### src/rtl/branch_pkg.sv
// Shared types and constants for the branch resolution controller.
// Optional feature macro: BRANCH_CTRL_BHT_EN (dynamic BHT prediction).
package branch_pkg;

  typedef enum logic {
    IDLE  = 1'b0,
    FLUSH = 1'b1
  } bctrl_state_t;

  // 2-bit counters start weakly not-taken.
  localparam logic [1:0] BHT_RESET = 2'b01;
  localparam logic [1:0] BHT_MAX   = 2'b11;
  localparam logic [1:0] BHT_MIN   = 2'b00;

  typedef struct packed {
    logic        valid;
    logic [31:0] pc;
  } redirect_t;

endpackage

### src/rtl/branch_bht.sv
// Branch history table: array of 2-bit saturating counters with one
// combinational read port and one synchronous update port.
// Instantiated by branch_ctrl only when BRANCH_CTRL_BHT_EN is defined.
module branch_bht
  import branch_pkg::*;
#(
  parameter int ENTRIES = 16
) (
  input  logic                       clk,
  input  logic                       rst,
  input  logic [$clog2(ENTRIES)-1:0] rd_idx,
  output logic                       rd_taken,
  input  logic                       wr_en,
  input  logic [$clog2(ENTRIES)-1:0] wr_idx,
  input  logic                       wr_taken
);

  logic [1:0] ctr_q [ENTRIES];
  logic [1:0] ctr_d [ENTRIES];

  function automatic logic [1:0] sat_update(input logic [1:0] c, input logic taken);
    if (taken) return (c == BHT_MAX) ? c : c + 2'd1;
    else       return (c == BHT_MIN) ? c : c - 2'd1;
  endfunction

  // Read returns the registered value, so a same-cycle update is not bypassed.
  assign rd_taken = ctr_q[rd_idx][1];

  // Next-state of the counter array: only the written entry moves.
  always_comb begin
    for (int i = 0; i < ENTRIES; i++) ctr_d[i] = ctr_q[i];
    if (wr_en) ctr_d[wr_idx] = sat_update(ctr_q[wr_idx], wr_taken);
  end

  // Counter storage, reset to weakly not-taken.
  always_ff @(posedge clk or posedge rst) begin
    if (rst) begin
      for (int i = 0; i < ENTRIES; i++) ctr_q[i] <= BHT_RESET;
    end else begin
      for (int i = 0; i < ENTRIES; i++) ctr_q[i] <= ctr_d[i];
    end
  end

endmodule

### src/rtl/branch_ctrl.sv
// Branch resolution controller: resolves EX-stage branches, issues a
// registered PC redirect plus a multi-cycle flush on mispredict, and keeps
// branch/mispredict statistics.
// Optional feature macro: BRANCH_CTRL_BHT_EN. When defined, a 2-bit BHT
// provides dynamic prediction; otherwise prediction is static not-taken.
module branch_ctrl
  import branch_pkg::*;
#(
  parameter int BHT_ENTRIES  = 16,
  parameter int FLUSH_CYCLES = 2
) (
  input  logic        clk,
  input  logic        rst,
  input  logic [31:0] id_pc,
  output logic        id_pred_taken,
  input  logic        ex_valid,
  input  logic        ex_branch,
  input  logic [31:0] ex_pc,
  input  logic [31:0] ex_target,
  input  logic        ex_pred_taken,
  input  logic        cmp_out,
  output logic        redirect_valid,
  output logic [31:0] redirect_pc,
  output logic        flush,
  output logic [31:0] br_count,
  output logic [31:0] mispred_count
);

  localparam int              CNT_W    = (FLUSH_CYCLES > 1) ? $clog2(FLUSH_CYCLES) : 1;
  localparam logic [CNT_W-1:0] CNT_LOAD = CNT_W'(FLUSH_CYCLES - 1);

  bctrl_state_t     state_q, state_d;
  logic [CNT_W-1:0] cnt_q, cnt_d;
  redirect_t        redir_q, redir_d;
  logic [31:0]      br_count_q, br_count_d;
  logic [31:0]      mispred_count_q, mispred_count_d;
  logic             res, mis;

  // Branches seen while flushing are wrong-path and never resolve.
  assign res = ex_valid & ex_branch & (state_q == IDLE);

`ifdef BRANCH_CTRL_BHT_EN
  localparam int IDX_W = $clog2(BHT_ENTRIES);

  branch_bht #(
    .ENTRIES(BHT_ENTRIES)
  ) u_bht (
    .clk      (clk),
    .rst      (rst),
    .rd_idx   (id_pc[IDX_W+1:2]),
    .rd_taken (id_pred_taken),
    .wr_en    (res),
    .wr_idx   (ex_pc[IDX_W+1:2]),
    .wr_taken (cmp_out)
  );

  assign mis = res & (cmp_out != ex_pred_taken);
`else
  // Static not-taken: any taken branch is a mispredict.
  assign id_pred_taken = 1'b0;
  assign mis           = res & cmp_out;
`endif

  // Inputs only partly consumed depending on configuration.
  logic unused_inputs;
  assign unused_inputs = ^{id_pc, ex_pred_taken};

  // Next-state: FSM, flush down-counter, redirect and statistics.
  always_comb begin
    state_d         = state_q;
    cnt_d           = cnt_q;
    redir_d.valid   = mis;
    redir_d.pc      = redir_q.pc;
    br_count_d      = br_count_q;
    mispred_count_d = mispred_count_q;

    case (state_q)
      IDLE: begin
        if (mis) begin
          state_d = FLUSH;
          cnt_d   = CNT_LOAD;
        end
      end
      FLUSH: begin
        if (cnt_q == '0) state_d = IDLE;
        else             cnt_d   = cnt_q - CNT_W'(1);
      end
      default: state_d = IDLE;
    endcase

    if (mis) redir_d.pc = cmp_out ? ex_target : ex_pc + 32'd4;
    if (res) br_count_d = br_count_q + 32'd1;
    if (mis) mispred_count_d = mispred_count_q + 32'd1;
  end

  // Control and output registers; reset clears any pending redirect.
  always_ff @(posedge clk or posedge rst) begin
    if (rst) begin
      state_q         <= IDLE;
      cnt_q           <= '0;
      redir_q         <= '0;
      br_count_q      <= '0;
      mispred_count_q <= '0;
    end else begin
      state_q         <= state_d;
      cnt_q           <= cnt_d;
      redir_q         <= redir_d;
      br_count_q      <= br_count_d;
      mispred_count_q <= mispred_count_d;
    end
  end

  assign redirect_valid = redir_q.valid;
  assign redirect_pc    = redir_q.pc;
  assign flush          = (state_q == FLUSH);
  assign br_count       = br_count_q;
  assign mispred_count  = mispred_count_q;

endmodule

### config.mk
export PLATFORM = sky130hd
export DESIGN_NAME = branch_ctrl
export DESIGN_NICKNAME = d
export VERILOG_FILES = /design/src/rtl/branch_pkg.sv /design/src/rtl/branch_bht.sv /design/src/rtl/branch_ctrl.sv
export SDC_FILE = /design/constraint.sdc
export NUM_CORES = 1
export LEC_CHECK = 0
export ABC_CLOCK_PERIOD_IN_PS = 6500
export BUFFER_PORTS_ARGS = -buffer_cell sky130_fd_sc_hd__buf_2
export CAP_MARGIN = 40
export CORE_ASPECT_RATIO = 0.7
export CORE_UTILIZATION = 50
export CTS_CLUSTER_SIZE = 10
export DETAILED_ROUTE_END_ITERATION = 10
export PLACE_DENSITY = 0.85
export SYNTH_ARGS = -nofsm -noshare
export SYNTH_HDL_FRONTEND = slang
export SYNTH_SLANG_ARGS = --single-unit
### constraint.sdc
create_clock -name clk -period 6.5 [get_ports clk]
set_input_delay 0.975 -clock clk [delete_from_list [all_inputs] [get_ports clk]]
set_output_delay 0.975 -clock clk [all_outputs]
set_load 0.005 [all_outputs]
# Yosys cells after proc, flatten, opt, wreduce, memory -nomap -nowiden

Index checks and enable logic that the tools add are counted.

Logic and storage cells: 22
Bits in read-only memories: 0
Memories kept: 0
Bits in latches: 0
Memory bits (writable): 0
Bits of input ports: 102
Output and inout bits: 99
Register bits after elaboration: 99

Shift operators: 0
Reductions and logical operators: 0
Bitwise operators: 4
Divide/modulo/power cells: 0
Equal/unequal tests: 1
Multipliers: 0
$add $sub $neg: 4
Muxes and demuxes: 7
$lt $le $gt $ge: 0

Operator list:

| operator                | count |
|---|---|
| $add A32 B1 Y32 const B | 2 |
| $add A32 B3 Y32 const B | 1 |
| $mux W32                | 1 |
| $mux W1                 | 4 |
| $pmux W1 S2             | 2 |
| $and A1 B1 Y1           | 3 |
| $ne A2 B2 Y1 const B    | 1 |
| $not A1 Y1              | 1 |
| $sub A1 B1 Y1 const B   | 1 |

# Depth between registers and ports, before layout

Gate-level depths: netlist of the first run.

Depth after elaboration: 5
Depth in mapped cells: 6

# Worst setup path after synthesis of the first run

OpenSTA, ideal clock, no wires.

Path type: input to register
Start: input ex_branch
End: register br_count_q[20] (netlist: br_count[20])
Buffers on the path: 2
Required time: 6421 ps
Data arrival time: 2244 ps
Setup slack: 4177 ps
Cell stages on the path: 6
Path through: nand3b_4 buf_6 or4_4 buf_6 nor4_2 xor2_1

Longest elaborated chain between the ends: 2

RTL lines:

| element                     | RTL line           | RTL |
|---|---|---|
| start: declaration          | branch_ctrl.sv:17  | `input logic ex_branch,` |
| $and A1 B1 Y1 (2 in series) | branch_ctrl.sv:40  | `assign res = ex_valid & ex_branch & (state_q == IDLE);` |
| end signal: assignment      | branch_ctrl.sv:108 | `br_count_q <= br_count_d;` |
| end: declaration            | branch_ctrl.sv:35  | `logic [31:0] br_count_q, br_count_d;` |

No other way between the ends.
A chain may end at the register's enable or synchronous reset.

# Worst setup path in the final report of the first run

Start: input ex_branch
End: register mispred_count_q[31] (netlist: mispred_count[31])

Longest elaborated chain between the ends: 3

RTL lines:

| element                     | RTL line           | RTL |
|---|---|---|
| $and A1 B1 Y1 (2 in series) | branch_ctrl.sv:40  |  |
| $and A1 B1 Y1               | branch_ctrl.sv:61  | `assign mis = res & cmp_out;` |
| end signal: assignment      | branch_ctrl.sv:109 | `mispred_count_q <= mispred_count_d;` |
| end: declaration            | branch_ctrl.sv:36  | `logic [31:0] mispred_count_q, mispred_count_d;` |

No other way between the ends.

==> flow_summary_export.csv, run 1 <==
group,metric,value,unit
logic_synthesis,synth_nets,436,
sta,slew_violations,0,
detailed_routing,wirelength,9020,microns
global_route,grtUsageMet2,36.0,%
die,coreArea,8010,sq um
pwr,power_density,303,nW/um^2
cts,clkTransAtPathRegs,0.06,ns
sta,timing.final.ws_setup,4.02,ns
detailed_routing,vias,3099,
outcome,outcome,"complete, but fails checks",
sta,hold_viol,0,
setup_path,crit_path_end_kind,"flip-flop",
logic_synthesis,yosys_register_bits,99,
detailed_routing,drt_pass1_iterations,7,
setup_path,reg2reg_depth,5,
finish,fin_util,66.5,%
finish,areaGrowthSynthToFinish,26.3,%
die,die_x,112,microns
detailed_routing,drtAntennaViolNets,0,
sta,fmax,404,MHz
cts,clk_latency,0.33,ns
logic_synthesis,yosys_warnings,0,
run,max_cap_viol_count,0,
finish,drive_above_1_share,41.0,%
logic_synthesis,synth_ff_type,"dfrtp_1",
cts,cts_sinks,99,
logic_synthesis,async_flop_share,100,%
die,initial_utilization,52.6,%
setup_path,endpoint,"mispred_count[31]",
sta,max_slew_margin,38.9,%
global_route,grt_pass1_wl,14800,microns
setup_path,crit_arrival,2.70,ns
detailed_routing,wl_per_cell,15.6,microns
sta,rsz0062_at_grt,"false",
logic_synthesis,post-synth-top-count-cell,"dfrtp_1",
logic_synthesis,synth_edf_count,0,
cts,cts_inserted_buffers,9,
sta,fin_crit,2.48,ns
sta,finalSetupViolCount,0,
finish,fillers,617,
sta,tns,0,ns
logic_synthesis,synth.avg_cell_area,12.7,sq um
logic_synthesis,synthDistinctLibCells,30,
die,fp-row-count,27,
detailed_routing,drc,5,
setup_path,r2r-start,"flush",
logic_synthesis,synth_area,4220,sq um
cts,cts_tree,"done",
setup_path,cp.required,6.72,ns
detailed_routing,via_per_inst,5.37,
logic_synthesis,yosysTopAreaCell,"dfrtp_1",
global_route,grt_max_degree,59,
die,fp.dieH,78.8,microns
die,pin_count,201,
logic_synthesis,synthDominantCellAreaShare,58.8,%
hold_path,hold_class,"flip-flop to flip-flop",
sta,final.setup_skew,0.00565,ns
setup_path,worst_setup_path_start_kind,"input port",
placement,hpwl,6450,microns
sta,max_slew.worst_pin.slew,0.907,ns
pwr,worst_ir_drop_vdd,0.000226,V
setup_path,timing.rr.end,"mispred_count[31]",
setup_path,crit_path_max_fanout,17,
placement,place_ws,3.69,ns
global_route,grt_pass1_vias,3083,
setup_path,crit_type,"input port to flip-flop",
logic_synthesis,synthCells,332,
cts,htreeDepth,3,
hold_path,hold_depth,1,
placement,portBuffers,134,
cts,holdBufCountCts,0,
setup_path,reg2reg_slack,4.27,ns
cts,clockBufferDepth,2,
global_route,track_usage,21.5,%
logic_synthesis,synth_top_cells_by_count,"dfrtp_1, xnor2_1, mux2_2",
logic_synthesis,synthTopCellsByArea,"dfrtp_1, xnor2_1, mux2_2",
finish,diodes,0,
cts,cts_resized,0,
cts,cts-root-buf,"clkbuf_16",
sta,period_share,38.1,%
detailed_routing,drtIter0Drc,166,
global_route,grt.overflow.total,0,
die,die_area,8810,sq um
logic_synthesis,seq_area_frac_synth,58.8,%
global_route,grtUsageMet1,27.5,%
global_route,grt-busiest-layer,"met2",
pwr,p_leak,0.00265,uW
placement,place_congestion,0.860,
global_route,use_met3,5.57,%
outcome,violations,"DRC",
global_route,antenna_found_initial,0,
cts,cts_setup_buffers,0,
setup_path,setup.worst_path.start,"ex_branch",
finish,fin_nets,576,
## per-layer routing
layer,up-vias,routed length (microns)
met1,1537,3980
li1,1441,-
met2,111,4410
met3,10,505
met4,0,123
met5,-,0
## power by group
| group | switching, uW | internal, uW | total (uW) |
|---|---|---|---|
| Clock | 218 | 373 | 592 |
| Combinational | 104 | 136 | 240 |
| Sequential | 76.3 | 704 | 781 |
## cell usage in the layout (no fill, tap or decap), drive strengths merged, types with 8 or more instances in the layout
master and n:
buf 139, dfrtp 99, xnor2 46, mux2 34, nand4 24, nand3 21, nand2 19, xor2 16
nor2 14, clkbuf 10, and4 8, inv 8
## kinds of logic after synthesis
| logic type | count (synthesis) | synth area share, % |
|---|---|---|
| AOI/OAI and AO/OA | 1 | 0.119 |
| DFF | 99 | 58.8 |
| and+or+nand+nor | 115 | 16.3 |
| buffers and inverters | 18 | 2.14 |
| other | 1 | 0.0890 |
| xor gates and xnor gates | 62 | 12.9 |
| adders and majority gates | 2 | 0.594 |
| muxes | 34 | 9.08 |
## through the flow
step                      hold WS (ns)  std cells  area [sq um]  power [uW]
final                            0.472        577          5330        1610
after global routing             0.504        577          5330        1690
after CTS                        0.471        577          5330        1630
after detailed placement         0.460        562          4990        1030
after global placement           0.456        560          4980        1020
after floorplan                  0.450        332          4220         900
## sequential cells by signal, summed over array words and instances, names as in the netlist
signal / count
flush: 1
mispred_count: 32
redirect_valid: 1
redirect_pc: 32
cnt_q: 1
br_count: 32
## layout make-up
class                           count  area [sq um]  share of cell area (%)
Inverter                            8          32.5                   0.611
Tap cell                          101           126                    2.37
Clock buffer                       10           229                    4.30
Multi-Input combinational cell    215          1650                    30.9
Sequential cell                    99          2480                    46.5
Clock inverter                      5           103                    1.93
Timing Repair Buffer              139           709                    13.3
## worst max-delay path: stages
cell and delay [ns]:
buf_2 0.11, nand4b_1 0.20, buf_6 0.24, nor4_1 0.80, nand4_1 0.20, xnor2_1 0.17
## worst min path at each step
stage,from,endpoint,slack (ns)
finish,mispred_count[31],mispred_count[31],0.47
global route,br_count[29],br_count[29],0.50
CTS,mispred_count[31],mispred_count[31],0.47
detailed placement,br_count[31],br_count[31],0.46
global placement,br_count[31],br_count[31],0.46
floorplan,cnt_q,flush,0.45
No activity file was read; power rests on OpenSTA's default activity.
==> inputs of run 2 (changes only) <==
Settings changed: ABC_CLOCK_PERIOD_IN_PS 6500 to 2500, CORE_UTILIZATION 50 to 46, PLACE_DENSITY 0.85 to 0.79.
Clock period 6.5 ns to 2.5 ns, I/O delays scaled along.
==> run 2 against run 1 <==
Against the previous run: the run now ends clean; final cell count rose by 4.2%; combinational power rose to 2.6 times the previous value; count of clock-buffer cells in the layout did not move; worst hold slack got worse by 0.38 ns; design area rose by 0.78%; setup slack got worse by 3.5 ns; largest power group unchanged.
==> flow_summary_export.csv, run 2 (synthesis results as in run 1) <==
group,metric,value,unit
outcome,outcome,"finished, final reports clean",
detailed_routing,drt_pass1_iterations,4,
sta,max_slew.worst_pin.slew,0.721,ns
setup_path,crit_arrival,2.23,ns
pwr,power,4020,uW
setup_path,critPathBufInv,0,
detailed_routing,via_per_inst,5.11,
sta,timing.hold.ws,0.0930,ns
setup_path,cp.required,2.76,ns
placement,place_congestion,0.828,
detailed_routing,drc,0,
cts,clockBufferDepth,2,
setup_path,crit_path_end_kind,"flip-flop",
sta,period_share,78.6,%
pwr,worst_ir_drop_vdd,0.000612,V
pwr,p_leak,0.00266,uW
placement,placed_cells,585,
pwr,p_sw_share,26.2,%
finish,fillers,714,
finish,layout_common_cells,"buf_2, dfrtp_1, xnor2_1, mux2_2, nand4_1",
sta,fin_crit,1.96,ns
pwr,p_clk_share,33.9,%
setup_path,crit_path_max_fanout,11,
sta,finalSetupViolCount,0,
finish,areaGrowthSynthToFinish,27.3,%
finish,fin_nets,580,
global_route,grt_pass1_wl,14400,microns
global_route,grt_pass1_vias,2923,
cts,htreeDepth,3,
setup_path,reg2reg_slack,0.54,ns
global_route,track_usage,20.0,%
pwr,switching_power,1060,uW
die,pin_count,201,
cts,cts_resized,0,
pwr,power_frac_seq,50.4,%
global_route,grt.overflow.total,0,
die,coreArea,8650,sq um
finish,drive_above_1_share,41.6,%
die,initial_utilization,48.7,%
finish,stdcell_count,601,
detailed_routing,wl_per_cell,14.8,microns
global_route,antenna_found_initial,0,
setup_path,crit_family,"simple AND/OR/NAND/NOR gates",
sta,max_slew_margin,51.5,%
pwr,combPwrFrac,15.7,%
detailed_routing,drtAntennaViolNets,0,
die,fp.dieH,82.1,microns
global_route,grt_max_degree,43,
sta,tns,0,ns
cts,cts_setup_buffers,0,
placement,portBuffers,134,
run,max_cap_viol_count,0,
cts,clk_latency,0.34,ns
detailed_routing,vias,3072,
sta,timing.final.ws_setup,0.535,ns
cts,cts_tree,"done",
die,die_area,9560,sq um
sta,hold_viol,0,
hold_path,hold_class,"input port to async pin",
pwr,p_int,2970,uW
detailed_routing,drtIter0Drc,187,
setup_path,crit_type,"flip-flop to flip-flop",
setup_path,critical_path.cell_chain,"nand3b_4 -> or4_1 -> nor4b_2 -> xor2_1",
die,fp-row-count,28,
cts,holdBufCountCts,0,
sta,rsz0062_at_grt,"false",
cts,cts_sinks,99,
placement,hpwl,6470,microns
cts,cts-root-buf,"clkbuf_16",
detailed_routing,wirelength,8910,microns
sta,slew_violations,0,
setup_path,worst_setup_path_start_kind,"flip-flop",
finish,final_common_cell,"buf_2",
finish,diodes,0,
cts,clkTransAtPathRegs,0.07,ns
placement,place_ws,0.531,ns
cts,cts_inserted_buffers,9,
sta,final.setup_skew,0.00670,ns
sta,fmax,509,MHz
pwr,power_density,749,nW/um^2
setup_path,slowest_delay,0.71,ns
die,die_x,116,microns
setup_path,cp_slowest_cell,"or4_1",
## run 2: stage by stage
stage               util (%)  area (sq um)
floorplan                  -          4220
global placement        58.6          5070
global route            62.0          5370
CTS                     62.0          5370
detailed placement      58.6          5070
finish                  62.0          5370
## run 2: cell type report
type                       count  area [sq um]  area share, %
clock buffer                  10           229           4.27
clock inverter                 6          65.1           1.21
inverter                       8          33.8          0.630
multi-input combinational    215          1650           30.7
sequential                    99          2480           46.2
tap                          120           150           2.80
timing repair buffer         143           763           14.2
## run 2: per-layer routing
metal	vias up	wire (microns)	global-route usage, %
li1	1453	-	-
met1	1499	4040	26.8
met2	113	4150	30.3
met3	7	630	6.93
met4	0	91	7.31
met5	-	0	0
## run 2: final timing paths
kind                                   start                 to  cells after the start
setup / recovery                       flush       br_count[23]                      4
setup reg to reg                       flush       br_count[23]                      4
max in group asynchronous                rst     redirect_pc[2]                      3
min in group clk               ex_target[25]    redirect_pc[25]                      2
hold reg to reg            mispred_count[31]  mispred_count[31]                      1
hold / removal                           rst    redirect_pc[19]                      2
## run 2: power by group through the flow
stage / Sequential [uW] / Combinational [uW] / Clock [uW]
finish: 2030 / 632 / 1360
global route: 2060 / 721 / 1460
CTS: 2020 / 649 / 1400
detailed placement: 2050 / 648 / 0
global placement: 2040 / 624 / 0
floorplan: 2050 / 294 / 0
==> inputs of run 3 (changes only) <==
Settings changed: ABC_CLOCK_PERIOD_IN_PS 2500 to 1800, CORE_UTILIZATION 46 to 42, PLACE_DENSITY 0.79 to 0.76.
Clock period 2.5 ns to 1.8 ns, I/O delays scaled along.
==> run 3 against run 2 <==
Against the previous run: routed wire length rose by 0.92%; maximum frequency rose by 9.3%; sequential power grew 36%; critical path type unchanged; via count is 3.4% higher; sequential cell count stayed put; register-to-register slack worse by 0.53 ns; critical path depth is 1 higher; design area grew 4.6%.
==> flow_summary_export.csv, run 3 (synthesis results as in run 1) <==
group,metric,value,unit
outcome,outcome,"finished, final reports clean",
detailed_routing,drt_pass1_iterations,4,
pwr,power,5830,uW
finish,fin_util,57.7,%
pwr,power_density,1040,nW/um^2
sta,hold_viol,0,
placement,place_congestion,0.819,
global_route,grt_pass1_wl,14500,microns
detailed_routing,vias,3176,
cts,clkTransAtPathRegs,0.07,ns
global_route,track_usage,18.0,%
global_route,antenna_found_initial,0,
setup_path,crit_arrival,2.05,ns
pwr,p_leak,0.00281,uW
sta,finalSetupViolCount,0,
placement,portBuffers,134,
cts,cts_sinks,99,
cts,cts_inserted_buffers,9,
pwr,power_frac_seq,47.4,%
pwr,worst_ir_drop_vdd,0.000640,V
global_route,grt_pass1_vias,2999,
finish,fin_nets,600,
die,initial_utilization,43.4,%
sta,timing.final.ws_setup,0.00242,ns
sta,tns,0,ns
sta,max_slew.worst_pin.slew,0.513,ns
finish,areaGrowthSynthToFinish,33.2,%
finish,final_common_cell,"buf_2",
pwr,switching_power,1470,uW
sta,fin_crit,1.80,ns
detailed_routing,drtAntennaViolNets,0,
setup_path,crit_type,"flip-flop to flip-flop",
setup_path,r2r-start,"flush",
setup_path,timing.rr.end,"br_count[18]",
pwr,p_clk_share,35.1,%
die,fp-row-count,30,
placement,place_ws,-0.0489,ns
finish,layout_common_cells,"buf_2, dfrtp_1, xnor2_1, mux2_2, buf_4",
cts,clockBufferDepth,2,
run,max_cap_viol_count,0,
detailed_routing,drtIter0Drc,143,
setup_path,reg2reg_slack,0.002,ns
global_route,grt.overflow.total,0,
pwr,p_int,4370,uW
setup_path,reg2reg_depth,5,
die,die_x,122,microns
setup_path,worst_setup_path_start_kind,"flip-flop",
setup_path,cp.required,2.06,ns
sta,fmax,556,MHz
cts,cts-root-buf,"clkbuf_16",
sta,final.setup_skew,0.00548,ns
setup_path,crit_path_max_fanout,6,
detailed_routing,wirelength,9000,microns
finish,drive_above_1_share,45.3,%
detailed_routing,drc,0,
pwr,combPwrFrac,17.5,%
detailed_routing,via_per_inst,5.05,
die,fp.dieH,85.8,microns
finish,diodes,0,
die,coreArea,9720,sq um
global_route,grt_max_degree,100,
sta,rsz0062_at_grt,"true",
setup_path,crit_path_end_kind,"flip-flop",
cts,htreeDepth,3,
detailed_routing,wl_per_cell,14.3,microns
pwr,p_sw_share,25.1,%
cts,clk_latency,0.33,ns
sta,period_share,99.9,%
placement,hpwl,6320,microns
die,pin_count,201,
cts,cts_tree,"done",
die,die_area,10400,sq um
hold_path,hold_class,"input port to async pin",
sta,slew_violations,0,
sta,max_slew_margin,65.8,%
placement,post_dp_cell_area,5210,sq um
finish,postLayoutCellArea,5610,sq um
run 3: per-layer routing:
metal  vias to the layer above  share of wire [%]  track usage, %
li1                       1498                  -               -
met1                      1561                 46            25.4
met2                       101                 47            26.5
met3                        16                5.5            5.05
met4                         0                1.6            6.29
met5                         -                  0               0
run 3: metrics by stage:
stage,cells,hold slack [ns]
floorplan,332,0.421
global placement,611,0.456
detailed placement,611,0.462
CTS,627,0.109
global route,629,0.130
finish,629,0.0822
run 3: what timing repair did:
item | CTS | global route
gates cloned | 0 | 1
hold buffers | 0 | 0
buffers inserted | 0 | 1
pin swaps | 1 | 3
gates resized for setup | 3 | 10
endpoints found under the setup margin | 5 | 17
run 3: worst max path at each step:
stage	slack, ns	startpoint	cells after the start	endpoint
5_1_grt	-0.03	flush	5	br_count[18]
3_3_place_gp	-0.04	flush	4	br_count[23]
3_5_place_dp	-0.05	flush	4	br_count[23]
4_1_cts	0.05	br_count[7]	5	br_count[16]
2_1_floorplan	0.009	flush	6	br_count[18]
6_report	0.002	flush	5	br_count[18]
run 3: cell type report:
class	count	area, sq um
flip-flops and latches	99	2480
well taps	128	160
clock inverters	4	73.8
repair buffers	163	898
fillers	809	4110
inverters	8	33.8
clock buffers	12	246
multi-input cells	215	1720
run 3: power groups by stage:
stage | clock, uW | sequential [uW] | combinational (uW)
2_1_floorplan | 0 | 2840 | 409
3_3_place_gp | 0 | 2780 | 996
3_5_place_dp | 0 | 2800 | 1030
4_1_cts | 2110 | 2770 | 1030
5_1_grt | 2190 | 2810 | 1140
6_report | 2050 | 2760 | 1020
run 3: critical path: stages (launching register included):
cell	delay, ns
dfrtp_1	0.40
nand3b_4	0.18
buf_4	0.14
or4_4	0.59
nor3_2	0.23
xor2_1	0.18
